==> config.mk <==
export PLATFORM = sky130hd
export DESIGN_NAME = alu_sequencer
export DESIGN_NICKNAME = d
export VERILOG_FILES = /design/src/rtl/alu_seq_pkg.sv /design/src/rtl/alu_sequencer_decode.sv /design/src/rtl/alu_sequencer.sv
export SDC_FILE = /design/constraint.sdc
export NUM_CORES = 1
export LEC_CHECK = 0
export CORE_MARGIN = 1
export CORE_UTILIZATION = 45
export CTS_BUF_LIST = sky130_fd_sc_hd__clkbuf_2
export CTS_CLUSTER_SIZE = 28
export DETAILED_ROUTE_END_ITERATION = 12
export GPL_ROUTABILITY_DRIVEN = 1
export MAX_ROUTING_LAYER = met4
export PLACE_DENSITY = 0.87
export SYNTH_ARGS = -nofsm -noshare
export SYNTH_HDL_FRONTEND = slang
export SYNTH_HIERARCHICAL = 1
export SYNTH_SLANG_ARGS = --single-unit
==> constraint.sdc <==
create_clock -name i_clk -period 3.1 [get_ports i_clk]
set_input_delay 0.62 -clock i_clk [delete_from_list [all_inputs] [get_ports i_clk]]
set_output_delay 0.62 -clock i_clk [all_outputs]
set_load 0.02 [all_outputs]
==> src/rtl/alu_seq_pkg.sv <==
// Shared types and constants for the ALU sequencer and the instruction decoder.
// Also holds the branch-condition evaluation used by the FLAGS state.
package alu_seq_pkg;

  typedef enum logic [2:0] {
    OP_ADD = 3'd0,
    OP_SUB = 3'd1,
    OP_AND = 3'd2,
    OP_XOR = 3'd3,
    OP_SHL = 3'd4,
    OP_SHR = 3'd5,
    OP_CMP = 3'd6,
    OP_TST = 3'd7
  } op_t;

  typedef enum logic [1:0] {
    COND_NEVER = 2'd0,
    COND_Z     = 2'd1,
    COND_N     = 2'd2,
    COND_NZ    = 2'd3
  } cond_t;

  typedef enum logic [1:0] {
    IDLE   = 2'd0,
    LOAD_B = 2'd1,
    EXEC   = 2'd2,
    FLAGS  = 2'd3
  } state_t;

  localparam logic [1:0] ALU_OP_ADDSUB = 2'b00;
  localparam logic [1:0] ALU_OP_AND    = 2'b01;
  localparam logic [1:0] ALU_OP_XOR    = 2'b10;
  localparam logic [1:0] ALU_OP_SHIFT  = 2'b11;

  function automatic logic cond_eval(cond_t cond, logic zero, logic negative);
    case (cond)
      COND_Z:  return zero;
      COND_N:  return negative;
      COND_NZ: return ~zero;
      default: return 1'b0;
    endcase
  endfunction

endpackage

==> src/rtl/alu_sequencer_decode.sv <==
// Op decode into ALU control fields; shared with the instruction decoder.
// CMP and TST reuse the SUB and AND datapaths but never write a result.
module alu_op_decode
  import alu_seq_pkg::*;
(
  input  op_t        i_op,
  output logic [1:0] o_aluOp,
  output logic       o_subShiftDir,
  output logic       o_writesResult
);

  // NOTE: every output gets a default first so no path leaves one unassigned (no latch).
  always_comb begin
    o_aluOp        = ALU_OP_ADDSUB;
    o_subShiftDir  = 1'b0;
    o_writesResult = 1'b1;
    case (i_op)
      OP_ADD: ;
      OP_SUB: o_subShiftDir = 1'b1;
      OP_AND: o_aluOp = ALU_OP_AND;
      OP_XOR: o_aluOp = ALU_OP_XOR;
      OP_SHL: begin
        o_aluOp       = ALU_OP_SHIFT;
        o_subShiftDir = 1'b1;
      end
      OP_SHR: o_aluOp = ALU_OP_SHIFT;
      OP_CMP: begin
        o_subShiftDir  = 1'b1;
        o_writesResult = 1'b0;
      end
      OP_TST: begin
        o_aluOp        = ALU_OP_AND;
        o_writesResult = 1'b0;
      end
      default: ;
    endcase
  end

endmodule

==> src/rtl/alu_sequencer.sv <==
// Sequences one ALU instruction: optional B load, execute, flag check, done.
// All outputs decode from the registered state and latched fields.
module alu_sequencer
  import alu_seq_pkg::*;
#(
  parameter int WIDTH = 8
) (
  input  logic             i_clk,
  input  logic             i_reset,
  input  logic             i_valid,
  output logic             o_ready,
  input  logic [2:0]       i_op,
  input  logic [1:0]       i_cond,
  input  logic             i_reuseB,
  input  logic [WIDTH-1:0] i_b,
  output logic [WIDTH-1:0] o_b,
  output logic             o_bWr,
  output logic             o_oe,
  output logic [1:0]       o_aluOp,
  output logic             o_subShiftDir,
  input  logic             i_zero,
  input  logic             i_negative,
  output logic             o_resultWr,
  output logic             o_done,
  output logic             o_condTaken
);

  state_t           state_q, state_d;
  op_t              op_q;
  cond_t            cond_q;
  logic [WIDTH-1:0] b_q;
  logic             writes_result;
  logic             accept;

  assign accept = (state_q == IDLE) && i_valid;

  // NOTE: sequential state uses non-blocking assignments so every flop samples pre-edge values.
  always_ff @(posedge i_clk or posedge i_reset) begin
    if (i_reset) state_q <= IDLE;
    else         state_q <= state_d;
  end

  // Latched fields are reset as well so o_b and the decode read 0 after reset.
  always_ff @(posedge i_clk or posedge i_reset) begin
    if (i_reset) begin
      op_q   <= OP_ADD;
      cond_q <= COND_NEVER;
      b_q    <= '0;
    end else if (accept) begin
      op_q   <= op_t'(i_op);
      cond_q <= cond_t'(i_cond);
      b_q    <= i_b;
    end
  end

  alu_op_decode u_decode (
    .i_op           (op_q),
    .o_aluOp        (o_aluOp),
    .o_subShiftDir  (o_subShiftDir),
    .o_writesResult (writes_result)
  );

  assign o_b = b_q;

  always_comb begin
    state_d     = state_q;
    o_ready     = 1'b0;
    o_bWr       = 1'b0;
    o_oe        = 1'b0;
    o_resultWr  = 1'b0;
    o_done      = 1'b0;
    o_condTaken = 1'b0;
    case (state_q)
      IDLE: begin
        o_ready = 1'b1;
        if (i_valid) state_d = i_reuseB ? EXEC : LOAD_B;
      end
      LOAD_B: begin
        o_bWr   = 1'b1;
        state_d = EXEC;
      end
      EXEC: begin
        o_oe       = 1'b1;
        o_resultWr = writes_result;
        state_d    = FLAGS;
      end
      FLAGS: begin
        o_done      = 1'b1;
        o_condTaken = cond_eval(cond_q, i_zero, i_negative);
        state_d     = IDLE;
      end
      default: state_d = IDLE;
    endcase
  end

endmodule

==> flow_metrics.tcl <==
set metrics [dict create \
    status "complete, no violations" \
    ir_drop_mv 0.528 \
    skew_ps 22.8 \
    seq_area_frac_synth 0.476 \
    path_delay_family "buffers and inverters" \
    synth_area_leaders "dfrtp_1 (48%), mux2_4 (19%), ha_1 (7.9%), mux2_2 (4.3%), mux2i_1 (2.5%)" \
    post_synth.cell_area_avg_um2 13.6 \
    synthesis.area_um2 788 \
    cp_cell_sequence "clkdlybuf4s50_1 > xnor2_1 > a211oi_1 > clkdlybuf4s50_1" \
    diodes 0 \
    post_cts_resized 0 \
    dp_hpwl_mm 1.19 \
    worst_pin_slew_ps 564 \
    postCtsSetupBuffers 0 \
    max-clock-path-buffers 2 \
    critPathLaunchType "input pin" \
    yosys.area.top_type "dfrtp_1" \
    cp-end-kind "output port" \
    instances_no_fill 112 \
    drive_above_1_share 0.208 \
    drt-initial-drc-count 2 \
    maxCapViolCount 0 \
    start_util 0.500 \
    synth_seq_cells 15 \
    p_per_area_nw_per_um2 1070 \
    h-tree-depth 1 \
    num_rows 14 \
    place.gp.congestion 0.791 \
    critPathMaxFanout 1 \
    ioPinCount 36 \
    path_clk_slew_ps 160 \
    dieArea_um2 1920 \
    dp.cells 108 \
    netlist-cell-type-count 21 \
    worstHoldPathType "reg2reg" \
    grt.overflow.total 0 \
    synth.yosys.warnings 6 \
    synth.top_cell.area_share 0.476 \
    clock_latency_ps 290 \
    die_w_um 43.9 \
    finalSetupTns_ps 0 \
    grt_setup_unrepaired "false" \
    cp.required_ps 2480 \
    grt_start_max_net_pins 16 \
    syn-num-nets 82 \
    antenna_found_initial 0 \
    cts_tree "built" \
    crit_slowest_cell "clkdlybuf4s50_1" \
    drv_slew 0 \
    arrival_ps 2060 \
    setup_viol 0 \
    area_growth_pct 48.1 \
    track_usage 0.192 \
    hold_violations 0 \
    setup.worst_path.class "in2out" \
    clock-sinks 15 \
    critPathMaxStageDelay_ps 650 \
    final_util 0.740 \
    max_freq_mhz 373 \
    cts_buffers 3 \
    wl_per_cell_um 13.7 \
    die_h_um 43.9 \
    cpMostUsedCell "clkdlybuf4s50_1" \
    cts-root-buf "clkbuf_2" \
    synthCells 58 \
    final.period_utilization 0.865 \
    p_leak_nw 0.542 \
    port-buffer-count 35 \
    crit_buf_inv 2 \
    drc 0 \
    via_per_inst 4.82 \
    drt-pass1-iter-count 6 \
    fin_crit_ps 2680 \
    core_um2 1580 \
    grt_pass1_wl_mm 2.50 \
    vias 540 \
    postCtsHoldBufs 0 \
    layout.nets 121 \
    antenna_left 0 \
    grt_pass1_vias 588 \
    wl_mm 1.53 \
    maxSlewHeadroom 0.624 \
]
==> cell usage after synthesis <==
| cell | count |
|---|---|
| nand3b_1 | 1 |
| or2b_2 | 1 |
| and2_1 | 1 |
| or3b_1 | 1 |
| dfrtp_1 | 15 |
| xnor2_1 | 2 |
| mux2i_1 | 2 |
| mux2_2 | 3 |
| nand2_1 | 1 |
| inv_1 | 5 |
| nand2_2 | 1 |
| and2b_2 | 1 |
| a31oi_1 | 1 |
| a211oi_1 | 1 |
| mux2_4 | 10 |
| nand2b_1 | 2 |
| ha_1 | 5 |
| o21ai_0 | 2 |
| a21oi_1 | 1 |
| buf_6 | 1 |
| nor3b_1 | 1 |
==> cell families after synthesis <==
family / synth area share
multiplexers: 0.259
flip-flops: 0.476
AND/OR/NAND/NOR: 0.0889
buffers and inverters: 0.0381
AO/OA/AOI/OAI: 0.0365
adder cells (fa/ha/maj): 0.0794
XOR/XNOR: 0.0222
==> power breakdown <==
part	switching, mW	internal [mW]	leakage (nW)	total, mW
registers	0.0798	0.297	0.177	0.377
clock network	0.0637	0.0292	0.0164	0.0929
logic	0.342	0.443	0.348	0.785
==> area by class of cell <==
class / instances / area [µm²]
Inverter: 5 / 18.8
Clock inverter: 1 / 5.00
Tap cell: 16 / 20.0
Timing Repair Buffer: 35 / 350
Fill cell: 117 / 409
Sequential cell: 15 / 375
Multi-Input combinational cell: 37 / 383
Clock buffer: 3 / 15.0
==> final timing paths <==
| check | startpoint | to | slack [ps] | cells after the start |
|---|---|---|---|---|
| max | i_zero | o_condTaken | 420 | 4 |
| min | o_b[0] | o_b[0] | 530 | 1 |
| max reg2reg | state_q[0] | cond_q[1] | 1500 | 4 |
| min reg2reg | o_b[0] | o_b[0] | 530 | 1 |
| max in group asynchronous | i_reset | state_q[1] | 2050 | 2 |
| min in group asynchronous | i_reset | o_b[2] | 660 | 2 |
==> registers in the layout, summed over array words and instances (netlist names) <==
register / cells
cond_q: 2
op_q: 3
o_b: 8
state_q: 2
==> routing by layer <==
metal | global-route usage | up-vias | part of all wire
met2 | 0.355 | 16 | 0.55
met5 | - | - | 0
li1 | - | 269 | -
met4 | 0.0545 | 0 | 0.011
met1 | 0.186 | 253 | 0.39
met3 | 0.0667 | 2 | 0.046
==> through the flow <==
stage / setup slack [ps] / hold slack [ps] / total power [mW] / area (µm²)
floorplan: 1170 / 506 / 0.861 / 788
global placement: 439 / 490 / 1.15 / 1150
detailed placement: 436 / 497 / 1.17 / 1150
CTS: 417 / 533 / 1.27 / 1170
global route: 354 / 548 / 1.34 / 1170
finish: 418 / 530 / 1.25 / 1170
==> cells in the final DEF, fill, tap and decap left out <==
master and n:
clkdlybuf4s50_1 35, clkbuf_2 3, nand3b_1 1, nor3b_1 1, and2_1 1, clkinv_2 1
mux2i_1 2, or3b_1 1, a211oi_1 1, o21ai_0 2, nand2_1 1, ha_1 5
xnor2_1 2, a21oi_1 1, dfrtp_1 15, a31oi_1 1, inv_1 5, mux2_2 3
or2b_2 1, and2b_2 1, nand2b_1 2, mux2_4 10, nand2_2 1
Note: power is estimated with default switching activity, not from simulation.
